--- config.mk ---
export PLATFORM = sky130hd
export DESIGN_NAME = alu_seq_nbit_flat
export DESIGN_NICKNAME = d
export VERILOG_FILES = /design/src/rtl/alu_seq_nbit_if.sv /design/src/rtl/alu_seq_nbit.sv /design/src/flat_wrapper.sv
export SDC_FILE = /design/constraint.sdc
export NUM_CORES = 1
export LEC_CHECK = 0
export BUFFER_PORTS_ARGS = -buffer_cell sky130_fd_sc_hd__buf_2
export CAP_MARGIN = 20
export CORE_MARGIN = 5
export CORE_UTILIZATION = 30
export DETAILED_ROUTE_END_ITERATION = 16
export SETUP_SLACK_MARGIN = 0.5
export SLEW_MARGIN = 30
export SYNTH_ARGS = -nofsm -noshare
export SYNTH_HDL_FRONTEND = slang
export SYNTH_SLANG_ARGS = --single-unit
--- constraint.sdc ---
create_clock -name clk -period 1.3 [get_ports clk]
set_input_delay 0.065 -clock clk [delete_from_list [all_inputs] [get_ports clk]]
set_output_delay 0.065 -clock clk [all_outputs]
set_load 0.01 [all_outputs]
--- src/rtl/alu_seq_nbit_if.sv ---
// Operand/result bundle for alu_seq_nbit: start handshake, operands, result and flags.
interface alu_seq_nbit_if #(parameter int WIDTH = 32);
   logic             start;
   logic [2:0]       Aluop;
   logic [WIDTH-1:0] a;
   logic [WIDTH-1:0] b;
   logic             cin;
   logic             busy;
   logic             done;
   logic [WIDTH-1:0] R;
   logic [WIDTH-1:0] R_hi;
   logic             cout;
   logic             V;
   logic             S;

   modport master (output start, Aluop, a, b, cin,
                   input  busy, done, R, R_hi, cout, V, S);
   modport slave  (input  start, Aluop, a, b, cin,
                   output busy, done, R, R_hi, cout, V, S);
endinterface

--- src/rtl/alu_seq_nbit.sv ---
// Registered WIDTH-bit ALU with start/busy/done handshake; shift-add multiplier
// is built only when ALU_MULT_EN is defined, otherwise opcode 110 returns zeros.
module alu_seq_nbit #(
   parameter int WIDTH = 32
) (
   input  logic          clk,
   input  logic          rst_n,
   alu_seq_nbit_if.slave bus
);
   localparam int M  = WIDTH - 1;
   localparam int CW = $clog2(WIDTH) + 1;

   localparam logic [2:0] OP_AND = 3'b000, OP_OR  = 3'b001, OP_XOR = 3'b010,
                          OP_ADD = 3'b011, OP_SLT = 3'b100, OP_SUB = 3'b101,
                          OP_MUL = 3'b110, OP_NOR = 3'b111;

   logic [WIDTH-1:0] r_q, rhi_q;
   logic             cout_q, v_q, s_q, done_q;
   logic             busy, sc_go;

   logic [WIDTH:0]   add_sum, sub_sum;
   logic             add_v, sub_v;
   logic [WIDTH-1:0] sc_r;
   logic             sc_cout, sc_v;

   assign add_sum = {1'b0, bus.a} + {1'b0, bus.b} + {{WIDTH{1'b0}}, bus.cin};
   assign sub_sum = {1'b0, bus.a} + {1'b0, ~bus.b} + (WIDTH+1)'(1);
   assign add_v   = (bus.a[M] == bus.b[M]) && (add_sum[M] != bus.a[M]);
   assign sub_v   = (bus.a[M] != bus.b[M]) && (sub_sum[M] != bus.a[M]);

   always_comb begin
      sc_r    = '0;
      sc_cout = 1'b0;
      sc_v    = 1'b0;
      case (bus.Aluop)
         OP_AND: sc_r = bus.a & bus.b;
         OP_OR:  sc_r = bus.a | bus.b;
         OP_XOR: sc_r = bus.a ^ bus.b;
         OP_NOR: sc_r = ~(bus.a | bus.b);
         OP_ADD: begin
            sc_r    = add_sum[M:0];
            sc_cout = add_sum[WIDTH];
            sc_v    = add_v;
         end
         // Sign of the difference corrected by overflow gives signed a<b.
         OP_SLT: begin
            sc_r    = {{(WIDTH-1){1'b0}}, sub_sum[M] ^ sub_v};
            sc_cout = sub_sum[WIDTH];
            sc_v    = sub_v;
         end
         OP_SUB: begin
            sc_r    = sub_sum[M:0];
            sc_cout = sub_sum[WIDTH];
            sc_v    = sub_v;
         end
         default: sc_r = '0;
      endcase
   end

`ifdef ALU_MULT_EN
   typedef enum logic {IDLE, MUL} state_t;
   state_t           state, nstate;
   logic [WIDTH-1:0] mcand, mplier, acc;
   logic [CW-1:0]    cnt;
   logic [WIDTH:0]   step;
   logic             mul_go, mul_last;

   // Product forms in {acc, mplier}: multiplier bits shift out the bottom
   // while accumulated partial sums shift in from the top.
   assign step     = {1'b0, acc} + (mplier[0] ? {1'b0, mcand} : '0);
   assign busy     = (state == MUL);
   assign mul_go   = (state == IDLE) && bus.start && (bus.Aluop == OP_MUL);
   assign mul_last = busy && (cnt == CW'(WIDTH - 1));
   assign sc_go    = bus.start && !busy && (bus.Aluop != OP_MUL);

   always_ff @(posedge clk or negedge rst_n)
      if (!rst_n) state <= IDLE;
      else        state <= nstate;

   always_comb begin
      nstate = state;
      case (state)
         IDLE:    if (mul_go)   nstate = MUL;
         MUL:     if (mul_last) nstate = IDLE;
         default: nstate = IDLE;
      endcase
   end

   always_ff @(posedge clk or negedge rst_n)
      if (!rst_n) begin
         mcand  <= '0;
         mplier <= '0;
         acc    <= '0;
         cnt    <= '0;
      end else if (mul_go) begin
         mcand  <= bus.a;
         mplier <= bus.b;
         acc    <= '0;
         cnt    <= '0;
      end else if (busy) begin
         cnt           <= cnt + CW'(1);
         {acc, mplier} <= {step, mplier[M:1]};
      end
`else
   assign busy  = 1'b0;
   assign sc_go = bus.start;
`endif

   always_ff @(posedge clk or negedge rst_n)
      if (!rst_n) begin
         r_q    <= '0;
         rhi_q  <= '0;
         cout_q <= 1'b0;
         v_q    <= 1'b0;
         s_q    <= 1'b0;
         done_q <= 1'b0;
      end else begin
         done_q <= 1'b0;
`ifdef ALU_MULT_EN
         if (mul_last) begin
            r_q    <= {step[0], mplier[M:1]};
            rhi_q  <= step[WIDTH:1];
            cout_q <= 1'b0;
            v_q    <= |step[WIDTH:1];
            s_q    <= step[WIDTH];
            done_q <= 1'b1;
         end else
`endif
         if (sc_go) begin
            r_q    <= sc_r;
            rhi_q  <= '0;
            cout_q <= sc_cout;
            v_q    <= sc_v;
            s_q    <= sc_r[M];
            done_q <= 1'b1;
         end
      end

   assign bus.busy = busy;
   assign bus.done = done_q;
   assign bus.R    = r_q;
   assign bus.R_hi = rhi_q;
   assign bus.cout = cout_q;
   assign bus.V    = v_q;
   assign bus.S    = s_q;
endmodule

--- src/flat_wrapper.sv ---
// flat-port wrapper written by rule: the top's interface ports become plain ports
module alu_seq_nbit_flat 
#(
   parameter int WIDTH = 32
)
  (clk, rst_n, bus_start, bus_Aluop, bus_a, bus_b, bus_cin, bus_busy, bus_done, bus_R, bus_R_hi, bus_cout, bus_V, bus_S);
  alu_seq_nbit_if #(.WIDTH(WIDTH)) bus_i ();
  input  logic clk;
  input  logic rst_n;
  input wire logic [$bits(bus_i.start)-1:0] bus_start;
  input wire logic [$bits(bus_i.Aluop)-1:0] bus_Aluop;
  input wire logic [$bits(bus_i.a)-1:0] bus_a;
  input wire logic [$bits(bus_i.b)-1:0] bus_b;
  input wire logic [$bits(bus_i.cin)-1:0] bus_cin;
  output wire logic [$bits(bus_i.busy)-1:0] bus_busy;
  output wire logic [$bits(bus_i.done)-1:0] bus_done;
  output wire logic [$bits(bus_i.R)-1:0] bus_R;
  output wire logic [$bits(bus_i.R_hi)-1:0] bus_R_hi;
  output wire logic [$bits(bus_i.cout)-1:0] bus_cout;
  output wire logic [$bits(bus_i.V)-1:0] bus_V;
  output wire logic [$bits(bus_i.S)-1:0] bus_S;
  assign bus_i.start = bus_start;
  assign bus_i.Aluop = bus_Aluop;
  assign bus_i.a = bus_a;
  assign bus_i.b = bus_b;
  assign bus_i.cin = bus_cin;
  assign bus_busy = bus_i.busy;
  assign bus_done = bus_i.done;
  assign bus_R = bus_i.R;
  assign bus_R_hi = bus_i.R_hi;
  assign bus_cout = bus_i.cout;
  assign bus_V = bus_i.V;
  assign bus_S = bus_i.S;
  alu_seq_nbit #(.WIDTH(WIDTH)) u_core (.clk(clk), .rst_n(rst_n), .bus(bus_i));
endmodule
# ---- After elaboration in Yosys (flattened, before gate mapping)
# Index checks and enable logic that the tools add are counted.
dict set report word_totals {
  latch_bits 0
  out_inout_bits 69
  in_bits 71
  rom_bits 0
  mem_count 0
  regBits 36
  mem_bits_rw 0
}
dict set report classes {
  n_mul 0
  div_mod_pow 0
  n_addsub 4
  mux 4
  n_bitwise 6
  shift 0
  magnitude_cmp 0
  reduce_logical 4
  eq_ne 10
}
# operator count
set ops {}
lappend ops {{$pmux W32 S7} 1}
lappend ops {{$add A32 B32 Y33} 2}
lappend ops {{$not A32 Y32} 2}
lappend ops {{$add A33 B1 Y33} 1}
lappend ops {{$add A33 B1 Y33 const B} 1}
lappend ops {{$and A32 B32 Y32} 1}
lappend ops {{$or A32 B32 Y32} 1}
lappend ops {{$xor A32 B32 Y32} 1}
lappend ops {{$eq A3 B3 Y1 const B} 3}
lappend ops {{$eq A3 B2 Y1 const B} 2}
lappend ops {{$pmux W1 S2} 2}
lappend ops {{$eq A3 B1 Y1 const B} 1}
lappend ops {{$logic_not A3 Y1} 1}
lappend ops {{$ne A1 B1 Y1} 3}
lappend ops {{$logic_and A1 B1 Y1} 2}
lappend ops {{$reduce_or A2 Y1} 1}
lappend ops {{$eq A1 B1 Y1} 1}
lappend ops {{$mux W1} 1}
lappend ops {{$xor A1 B1 Y1} 1}

# ---- Longest topological paths before layout
dict set report depth {
  depth_word 7
  ltp_mapped 18
  ltp_nobuf 17
}

# ---- Worst setup path after synthesis
# No wires, ideal clock.
dict set report synth_timing {
  path_kind {input -> register}
  from {input bus_b[3]}
  to {register u_core.s_q (netlist: u_core.bus.S)}
  slack_ps -2030
  required_ps 1174
  arrival_ps 3204
  path_stages 15
  cell_sequence {inv_1 > ha_1 > nor2_1 > o211ai_1 > a31oi_2 > a41oi_2 > o31a_1 > o21a_1 > o211ai_1 > a31oi_1 > o21bai_1 > fa_1 > nor3_1 > o31ai_1 > a221o_1}
}
dict set report synth_between {
  elab_chain_cells 4
  elab_cells_between_ends 6
  cone_classes {add/sub (4); mux (1); bitwise (1)}
}
# item line
set synth_lines {}
lappend synth_lines {{start, declared} flat_wrapper.sv:13} ;# input wire logic [$bits(bus_i.b)-1:0] bus_b;
lappend synth_lines {{$not A32 Y32} alu_seq_nbit.sv:27} ;# assign sub_sum = {1'b0, bus.a} + {1'b0, ~bus.b} + (WIDTH+1)'(1);
lappend synth_lines {{$add A32 B32 Y33} alu_seq_nbit.sv:27}
lappend synth_lines {{$add A33 B1 Y33} alu_seq_nbit.sv:27}
lappend synth_lines {{$pmux W32 S7 *} alu_seq_nbit.sv:35} ;# case (bus.Aluop)
lappend synth_lines {{end signal, assigned} alu_seq_nbit.sv:134} ;# s_q <= sc_r[M];
lappend synth_lines {{end, declared} alu_seq_nbit.sv:18} ;# logic cout_q, v_q, s_q, done_q;
# Every way passes the cells marked *; elsewhere a longest branch is shown, timed or not.
# A chain may end at the register's enable or synchronous reset.

# ---- Final worst setup path
dict set report layout_timing {
  from {input bus_b[1]}
  to {register u_core.v_q (netlist: u_core.bus.V)}
}
dict set report layout_between {
  elab_chain_cells 6
  elab_cells_between_ends 10
  cone_classes {add/sub (4); eq/ne (2); mux (1); bitwise (1); reduce/logical (2)}
}
# item line
set layout_lines {}
lappend layout_lines {{$not A32 Y32} alu_seq_nbit.sv:27}
lappend layout_lines {{$add A32 B32 Y33} alu_seq_nbit.sv:27}
lappend layout_lines {{$add A33 B1 Y33} alu_seq_nbit.sv:27}
lappend layout_lines {{$ne A1 B1 Y1} alu_seq_nbit.sv:29} ;# assign sub_v = (bus.a[M] != bus.b[M]) && (sub_sum[M] != bus.a[M]);
lappend layout_lines {{$logic_and A1 B1 Y1} alu_seq_nbit.sv:29}
lappend layout_lines {{$pmux W1 S2 *} alu_seq_nbit.sv:35}
lappend layout_lines {{end signal, assigned} alu_seq_nbit.sv:133} ;# v_q <= sc_v;
lappend layout_lines {{end, declared} alu_seq_nbit.sv:18}
# Marked as above.

==> impl_metrics.json <==
{
  "worstSetupPathType": "in2reg",
  "post-place-cells": 1666,
  "drt-initial-drc-count": 737,
  "fmax_mhz": 302.8,
  "timing.final.crit_share_pct": 254.1,
  "core_area_um2": 23470,
  "layout-drive-gt1-share_pct": 44.15,
  "drt-met1-wl_um": 12290,
  "nets": 1579,
  "grt.total_usage_pct": 20.52,
  "grt_setup_unrepaired": "yes",
  "worst_pin_slew_ns": 0.5931,
  "overflow": 0,
  "grt_max_degree": 36,
  "vias": 8994,
  "synthTopCellsByArea": "ha_1, dfrtp_1, a21oi_1, inv_1, nand2_1",
  "slew_viol_final": 0,
  "leakage_nw": 5.716,
  "dr.pass1.iters": 5,
  "cts_root_buf": "clkbuf_16",
  "cp_max_fo": 3,
  "slew_headroom_pct": 60.09,
  "crit_path_start_kind": "input pin",
  "ir_worst_vdd_mv": 0.4074,
  "cts_sinks": 35,
  "hold_viol_final": 0,
  "synth_seq_area_share_pct": 12.28,
  "wl_met2_um": 14050,
  "avgRoutedWirePerCell_um": 16.87,
  "synthArstFlopShare_pct": 100.0,
  "synthDistinctLibCells": 84,
  "fp.dieH_um": 164.2,
  "die_w_um": 164.2,
  "synth-main-ff-cell": "dfrtp_1",
  "synth.most_common_cell": "ha_1",
  "gp_congestion": 0.9575,
  "met3_length_um": 1899,
  "fin_cells": 1721,
  "violations": "negative setup slack",
  "via_per_inst": 5.226,
  "syn_area_um2": 7131,
  "initial_core_util_pct": 30.38,
  "cts_buffer_depth": 2,
  "grt_pass1_wl_um": 44880,
  "syn_avg_cell_area_um2": 7.276,
  "clkSlewWorstSetupHoldPaths_ns": 0.07,
  "ioPinCount": 140,
  "holdWs_ns": 0.1536,
  "critPathArrivalTime_ns": 3.48,
  "final_util_pct": 49.41,
  "portBuffers": 106,
  "crit_path_end_kind": "flip-flop",
  "drc_errors": 0,
  "seqCellArea_um2": 875.8,
  "dr.max_layer_used": "met4",
  "fin_skew_ns": 0,
  "insertion_delay_ns": 0.29,
  "period_minus_slack_ns": 3.303,
  "synth_cells": 980,
  "hp-class": "in2reg",
  "synth_seq_cells": 35,
  "synth_common_cells": "ha_1, inv_1, a21oi_1",
  "cap_violations": 0,
  "cts_tree": "done",
  "wl_um": 29030,
  "yosysTopAreaCell": "ha_1",
  "syn_to_final_growth_pct": 62.64,
  "yosysWarningCount": 0,
  "ant_nets": 0,
  "core.rowCount": 56,
  "outcome": "finished with violations",
  "setup_slack_ns": -2.003,
  "fillCellCount": 2285,
  "die_area_um2": 26950,
  "multi_input_area_um2": 6202,
  "detailed_place_hpwl_um": 22910,
  "synth_edf_count": 0,
  "diodes": 0,
  "grt_pass1_vias": 8925,
  "antenna_found_initial": 0,
  "power.density_nw_per_um2": 655.2,
  "synth_top_area_share_pct": 18.07,
  "numCtsBuffers": 5,
  "cp_data_required_time_ns": 1.48,
  "htreeDepth": 2,
  "setup_viol": 34
}
critical path, cell delays in order:
cell	delay (ns)
buf_8	0.07
clkinvlp_4	0.12
ha_4	0.25
nor2_4	0.08
o211ai_1	0.17
a31oi_2	0.25
a41oi_2	0.21
o31a_1	0.35
o21a_1	0.23
o211ai_1	0.29
a31oi_1	0.14
o21bai_1	0.20
fa_1	0.47
buf_4	0.16
xor2_1	0.13
nand3_1	0.06
nor2_1	0.05
a21oi_1	0.12
o21ai_1	0.07
area by class of cell:
class / instances / share of cell area, %
Clock inverter: 2 / 0.1079
Clock buffer: 6 / 1.111
Inverter: 102 / 3.506
Timing Repair Buffer: 474 / 30.80
Sequential cell: 35 / 7.552
Multi-Input combinational cell: 783 / 53.48
Tap cell: 319 / 3.442
worst paths after layout:
kind | start | end | slack, ns | cells after the start
min reg2reg | u_core.bus.R[12]$_DFFE_PN0P_ | u_core.bus.R[12]$_DFFE_PN0P_ | 0.49 | 1
max in group asynchronous | rst_n | u_core.bus.done$_DFF_PN0_ | 0.70 | 3
min in group asynchronous | rst_n | u_core.bus.R[17]$_DFFE_PN0P_ | 0.31 | 3
max | bus_b[1] | u_core.bus.V$_DFFE_PN0P_ | -2.00 | 19
min | bus_start | u_core.bus.done$_DFF_PN0_ | 0.15 | 2
max reg2reg | u_core.bus.R[30]$_DFFE_PN0P_ | u_core.bus.R[30]$_DFFE_PN0P_ | -0.02 | 5
logic make-up after synthesis:
group                      count (synthesis)  share of synthesized area, %
DFF                                       35                         12.28
adders and majority gates                107                         19.20
buffers and inverters                    194                         12.44
AOI/OAI and AO/OA                        364                         36.36
other                                      1                       0.05259
and+or+nand+nor                          264                         17.49
xor gates and xnor gates                   8                        0.9827
muxes                                      7                         1.193
flip-flops by register name, summed over array words and instances (netlist names):
signal / flops
u_core.bus.cout: 1
u_core.bus.R: 31
u_core.bus.S: 1
u_core.bus.done: 1
u_core.bus.V: 1
cells in the final DEF (no fill, tap or decap), types with 17 or more instances in the layout:
| master | synthesis | layout |
|---|---|---|
| a21o_1 | 17 | 17 |
| a21oi_1 | 97 | 79 |
| a221o_1 | 17 | 17 |
| buf_2 | 4 | 95 |
| buf_4 | 37 | 329 |
| buf_6 | 2 | 41 |
| conb_1 | 1 | 33 |
| dfrtp_1 | 35 | 35 |
| ha_1 | 103 | 93 |
| inv_1 | 98 | 86 |
| nand2_1 | 81 | 78 |
| nand3_1 | 32 | 30 |
| nor2_1 | 75 | 71 |
| o21ai_0 | 48 | 32 |
metal layers:
metal | track usage [%] | vias to the layer above
met5 | 0 | -
met2 | 35.72 | 387
met3 | 2.685 | 50
li1 | - | 4350
met4 | 5.947 | 0
met1 | 26.47 | 4207
per-stage QoR:
step | setup slack [ns] | instance area [um2] | total power, mW | TNS [ns]
floorplan | -1.875 | 7441 | 3.637 | -31.74
global placement | -2.251 | 10330 | 5.489 | -48.96
detailed placement | -2.348 | 10330 | 5.542 | -49.83
CTS | -1.936 | 11170 | 7.265 | -37.40
global route | -2.136 | 11600 | 8.033 | -44.31
finish | -2.003 | 11600 | 7.598 | -40.77
repair_timing:
| action | in CTS | in global routing |
|---|---|---|
| hold endpoints to repair | 35 | 0 |
| gates cloned | 0 | 0 |
| pin swaps | 91 | 62 |
| endpoints found under the setup margin | 70 | 105 |
| hold buffers | 1 | 0 |
| gates resized for setup | 105 | 58 |
| buffers inserted | 29 | 17 |
report_power, final:
part,total (mW),leakage [nW],internal (mW),switching [mW]
registers,1.38,0.442,1.25,0.131
clock network,1.29,0.0669,0.712,0.581
logic,4.93,5.21,2.43,2.50
(Power assumes the default switching activity.)
